$ cat src/rtl/uart_tx_fifo_if.sv
// rtl/uart_tx_fifo_if.sv - byte handshake between a producer and the UART transmit FIFO
interface uart_tx_fifo_if;
  logic [7:0] tx_data;
  logic       tx_valid;
  logic       tx_ready;

  modport master (output tx_data, output tx_valid, input tx_ready);
  modport slave  (input tx_data, input tx_valid, output tx_ready);
endinterface

$ cat src/rtl/uart_tx_fifo.sv
// rtl/uart_tx_fifo.sv - byte FIFO feeding an 8N1 UART transmitter
module uart_tx_fifo #(
  parameter int DELAY_FRAMES = 234,
  parameter int FIFO_DEPTH   = 4
) (
  input  logic                          clk,
  input  logic                          reset_n,
  uart_tx_fifo_if.slave                 tx_if,
  output logic                          uart_tx,
  output logic                          busy,
  output logic [$clog2(FIFO_DEPTH):0]   fifo_count
);

  localparam int AW = $clog2(FIFO_DEPTH);
  localparam int CW = $clog2(DELAY_FRAMES);
  localparam logic [CW-1:0] CNT_MAX = CW'(DELAY_FRAMES - 1);
  localparam logic [AW:0]   DEPTH_L = (AW + 1)'(FIFO_DEPTH);

  typedef enum logic [1:0] {IDLE, START, DATA, STOP} state_t;

  logic [7:0]    mem_q [FIFO_DEPTH];
  logic [AW-1:0] wr_ptr_q, wr_ptr_d;
  logic [AW-1:0] rd_ptr_q, rd_ptr_d;
  logic [AW:0]   count_q, count_d;
  state_t        state_q, state_d;
  logic [CW-1:0] cnt_q, cnt_d;
  logic [2:0]    idx_q, idx_d;
  logic [7:0]    shreg_q, shreg_d;
  logic          tx_q, tx_d;
  logic          push, pop, cnt_last, fifo_nonempty;

  assign tx_if.tx_ready = (count_q != DEPTH_L);
  assign push           = tx_if.tx_valid && tx_if.tx_ready;
  assign cnt_last       = (cnt_q == CNT_MAX);
  assign fifo_nonempty  = (count_q != '0);

  always_comb begin
    wr_ptr_d = push ? wr_ptr_q + 1'b1 : wr_ptr_q;
    rd_ptr_d = pop  ? rd_ptr_q + 1'b1 : rd_ptr_q;
    count_d  = count_q;
    if (push && !pop) begin
      count_d = count_q + 1'b1;
    end else if (pop && !push) begin
      count_d = count_q - 1'b1;
    end
  end

  // Popping loads the head straight into the shift register and starts the start bit.
  always_comb begin
    state_d = state_q;
    cnt_d   = cnt_q;
    idx_d   = idx_q;
    shreg_d = shreg_q;
    tx_d    = tx_q;
    pop     = 1'b0;
    case (state_q)
      IDLE: begin
        tx_d = 1'b1;
        if (fifo_nonempty) begin
          pop     = 1'b1;
          shreg_d = mem_q[rd_ptr_q];
          tx_d    = 1'b0;
          cnt_d   = '0;
          state_d = START;
        end
      end
      START: begin
        if (cnt_last) begin
          tx_d    = shreg_q[0];
          cnt_d   = '0;
          idx_d   = '0;
          state_d = DATA;
        end else begin
          cnt_d = cnt_q + 1'b1;
        end
      end
      DATA: begin
        if (cnt_last) begin
          cnt_d = '0;
          if (idx_q == 3'd7) begin
            tx_d    = 1'b1;
            state_d = STOP;
          end else begin
            idx_d   = idx_q + 1'b1;
            tx_d    = shreg_q[1];
            shreg_d = {1'b0, shreg_q[7:1]};
          end
        end else begin
          cnt_d = cnt_q + 1'b1;
        end
      end
      STOP: begin
        if (cnt_last) begin
          cnt_d = '0;
          if (fifo_nonempty) begin
            pop     = 1'b1;
            shreg_d = mem_q[rd_ptr_q];
            tx_d    = 1'b0;
            state_d = START;
          end else begin
            state_d = IDLE;
          end
        end else begin
          cnt_d = cnt_q + 1'b1;
        end
      end
      default: begin
        tx_d    = 1'b1;
        state_d = IDLE;
      end
    endcase
  end

  // Storage is not reset; the pointers and count alone define which entries are valid.
  always_ff @(posedge clk) begin
    if (push) begin
      mem_q[wr_ptr_q] <= tx_if.tx_data;
    end
  end

  always_ff @(posedge clk or negedge reset_n) begin
    if (!reset_n) begin
      wr_ptr_q <= '0;
      rd_ptr_q <= '0;
      count_q  <= '0;
      state_q  <= IDLE;
      cnt_q    <= '0;
      idx_q    <= '0;
      shreg_q  <= '0;
      tx_q     <= 1'b1;
    end else begin
      wr_ptr_q <= wr_ptr_d;
      rd_ptr_q <= rd_ptr_d;
      count_q  <= count_d;
      state_q  <= state_d;
      cnt_q    <= cnt_d;
      idx_q    <= idx_d;
      shreg_q  <= shreg_d;
      tx_q     <= tx_d;
    end
  end

  assign uart_tx    = tx_q;
  assign busy       = (state_q != IDLE);
  assign fifo_count = count_q;

endmodule

$ cat src/flat_wrapper.sv
// flat-port wrapper written by rule: the top's interface ports become plain ports
module uart_tx_fifo_flat 
#(
  parameter int DELAY_FRAMES = 234,
  parameter int FIFO_DEPTH   = 4
)
  (clk, reset_n, uart_tx, busy, fifo_count, tx_if_tx_data, tx_if_tx_valid, tx_if_tx_ready);
  uart_tx_fifo_if tx_if_i ();
  input  logic clk;
  input  logic reset_n;
  output logic uart_tx;
  output logic busy;
  output logic [$clog2(FIFO_DEPTH):0] fifo_count;
  input wire logic [$bits(tx_if_i.tx_data)-1:0] tx_if_tx_data;
  input wire logic [$bits(tx_if_i.tx_valid)-1:0] tx_if_tx_valid;
  output wire logic [$bits(tx_if_i.tx_ready)-1:0] tx_if_tx_ready;
  assign tx_if_i.tx_data = tx_if_tx_data;
  assign tx_if_i.tx_valid = tx_if_tx_valid;
  assign tx_if_tx_ready = tx_if_i.tx_ready;
  uart_tx_fifo #(.DELAY_FRAMES(DELAY_FRAMES), .FIFO_DEPTH(FIFO_DEPTH)) u_core (.clk(clk), .reset_n(reset_n), .tx_if(tx_if_i), .uart_tx(uart_tx), .busy(busy), .fifo_count(fifo_count));
endmodule
$ cat config.mk
export PLATFORM = sky130hd
export DESIGN_NAME = uart_tx_fifo_flat
export DESIGN_NICKNAME = d
export VERILOG_FILES = /design/src/rtl/uart_tx_fifo_if.sv /design/src/rtl/uart_tx_fifo.sv /design/src/flat_wrapper.sv
export SDC_FILE = /design/constraint.sdc
export NUM_CORES = 1
export LEC_CHECK = 0
export CORE_ASPECT_RATIO = 0.8
export CORE_MARGIN = 2
export CORE_UTILIZATION = 43
export DETAILED_ROUTE_END_ITERATION = 12
export HOLD_SLACK_MARGIN = 0.05
export PLACE_DENSITY = 0.66
export SYNTH_ARGS = -nofsm -noshare
export SYNTH_HDL_FRONTEND = slang
export SYNTH_SLANG_ARGS = --single-unit
$ cat constraint.sdc
create_clock -name clk -period 5.3 [get_ports clk]
set_input_delay 1.06 -clock clk [delete_from_list [all_inputs] [get_ports clk]]
set_output_delay 1.06 -clock clk [all_outputs]
set_load 0.05 [all_outputs]
==> impl_metrics.json <==
{
  "grt_first_pass_wirelength_microns": 8030,
  "setup_tns_ps": 0,
  "path_buf_inv": 3,
  "final_cells": 310,
  "overflow": 0,
  "syn_to_final_growth_pct": 14.6,
  "clkLatencyLatePin_ps": 330,
  "required_ps": 4240,
  "hold_ws_ps": 507,
  "final_common_cell": "edfxtp_1",
  "hold_violations": 0,
  "drt_iter0_drc": 81,
  "outcome": "complete, no violations",
  "fin_nets": 247,
  "setup_violations": 0,
  "worst_slew_pin_slew_ps": 691,
  "cts_root_buf": "clkbuf_8",
  "die_area_sq_mm": 0.00750,
  "synth-seq-area-share_pct": 57.6,
  "maxCapViolCount": 0,
  "yosys_warnings": 0,
  "synthesis.area_sq_mm": 0.00293,
  "grt.total_usage_pct": 14.6,
  "gp_congestion": 0.766,
  "post-place-cells": 294,
  "wl_per_cell_microns": 15.0,
  "tritoncts": "done",
  "first_global_vias": 1581,
  "netlist_instances": 201,
  "crit_chain": "inv_1 -> ha_1 -> inv_1 -> clkdlybuf4s50_1",
  "period_share_pct": 57.4,
  "yosysUniqueCellTypes": 48,
  "clockBufferDepth": 2,
  "cts_setup_buffers": 0,
  "start_kind": "register",
  "ir_worst_vdd_v": 0.000351,
  "syn-num-nets": 227,
  "hold_path_class": "reg -> reg",
  "ys_seq_elements": 61,
  "final_antenna_net_count": 0,
  "slowest_stage": "clkdlybuf4s50_1",
  "drc": 0,
  "antenna_found_initial": 0,
  "diodes": 0,
  "post-dp-hpwl_microns": 3140,
  "postCtsResizedCells": 0,
  "cts.htree.levels": 3,
  "io_buffers": 16,
  "synth_edf_count": 32,
  "cts_buffers": 9,
  "cts_hold_buf": 0,
  "async_flop_share_pct": 47.5,
  "crit_top_cell": "inv_1",
  "max_slew_margin_pct": 53.9,
  "initial_core_util_pct": 45.1,
  "max_freq_mhz": 328,
  "core-area_sq_mm": 0.00651,
  "critPathArrivalTime_ps": 1980,
  "die_y_microns": 77.9,
  "final.setup_skew_ps": 10.2,
  "viasPerCell": 5.20,
  "drv_slew": 0,
  "drt_first_pass_iters": 6,
  "final_cell_mix": "32 x edfxtp_1, 28 x dfrtp_1, 16 x clkdlybuf4s50_1, 14 x ha_1, 11 x mux2_2",
  "drive_gt1_share_pct": 21.2,
  "synth_flop_cell": "edfxtp_1",
  "avgSynthCellArea_sq_um": 14.6,
  "die_w_microns": 96.3,
  "max_stage_delay_ps": 790,
  "fin_util_pct": 51.6,
  "fp-row-count": 26,
  "power_w": 0.00126,
  "period_needed_ps": 3040,
  "io_pins": 17,
  "clock-sinks": 61,
  "path_clk_slew_ps": 70,
  "path_class": "reg -> out",
  "cp_max_fo": 5,
  "vias": 1612,
  "finalWirelength_microns": 4660,
  "power_density_mw_per_mm2": 375,
  "path_delay_family": "buffers and inverters",
  "grt_max_degree": 30,
  "leakage_nw": 1.31,
  "endpoint_kind": "output port",
  "rsz0062_at_grt": "false"
}
-- synth_stat cells (6+ instances only) --
| cell | n | area share [%] |
|---|---|---|
| mux4_2 | 8 | 6.1 |
| ha_1 | 14 | 6.0 |
| edfxtp_1 | 32 | 33 |
| inv_1 | 8 | 1.0 |
| dfrtp_1 | 28 | 24 |
| mux2_4 | 8 | 4.1 |
| nand2_1 | 8 | 1.0 |
| nor2_1 | 9 | 1.2 |
| xor2_1 | 6 | 1.8 |
| mux2_2 | 11 | 4.2 |
-- where the power goes --
group | internal [W] | switching (W) | total (W)
sequential | 0.000575 | 0.0000442 | 0.000619
combinational | 0.0000966 | 0.000141 | 0.000238
clock | 0.000218 | 0.000183 | 0.000401
total | 0.000890 | 0.000368 | 0.00126
-- path summary, 6_finish.rpt --
check,start,to,slack [ps],depth (start not counted)
min in group asynchronous,reset_n,u_core.shreg_q[6],1120,2
max in group asynchronous,reset_n,u_core.uart_tx,3860,2
setup / recovery,u_core.state_q[0],busy,2260,4
hold / removal,u_core.shreg_q[4],u_core.shreg_q[4],510,1
hold reg to reg,u_core.shreg_q[4],u_core.shreg_q[4],510,1
setup reg to reg,u_core.cnt_q[1],u_core.fifo_count[1],2720,9
-- sequential cells by signal, summed over array words and instances (netlist names) --
register	flops
u_core.mem_q	32
u_core.wr_ptr_q	2
u_core.idx_q	3
u_core.uart_tx	1
u_core.rd_ptr_q	2
u_core.state_q	2
u_core.shreg_q	8
u_core.cnt_q	8
u_core.fifo_count	3
-- kinds of logic after synthesis --
logic type | count (synthesis) | share of synthesized area, %
adders and majority gates | 15 | 6.66
AOI/OAI and AO/OA | 24 | 5.80
muxes | 29 | 15.2
xor gates and xnor gates | 10 | 2.99
buffers and inverters | 16 | 2.48
DFF | 61 | 57.6
and+or+nand+nor | 46 | 9.35
-- metal layers --
layer / wire length [microns] / up-vias / part of all wire [%] / track usage, %
li1: - / 797 / - / -
met1: 2460 / 786 / 53 / 21.9
met2: 1970 / 25 / 42 / 19.3
met3: 177 / 4 / 3.8 / 5.83
met4: 55 / 0 / 1.2 / 4.23
met5: 0 / - / 0 / 0
-- final cells by class --
| type | count | area [sq um] |
|---|---|---|
| timing repair buffer | 17 | 168 |
| fill | 552 | 3150 |
| tap | 84 | 105 |
| clock inverter | 7 | 73.8 |
| sequential | 61 | 1690 |
| inverter | 8 | 30.0 |
| clock buffer | 9 | 124 |
| multi-input combinational | 124 | 1170 |
-- per-stage QoR --
step | instance area [sq um] | worst slack [ps]
floorplan | 2930 | 2660
global placement | 3160 | 2390
detailed placement | 3160 | 2310
CTS | 3360 | 2240
global route | 3360 | 2170
finish | 3360 | 2260
Note: power is estimated with default switching activity, not from simulation.
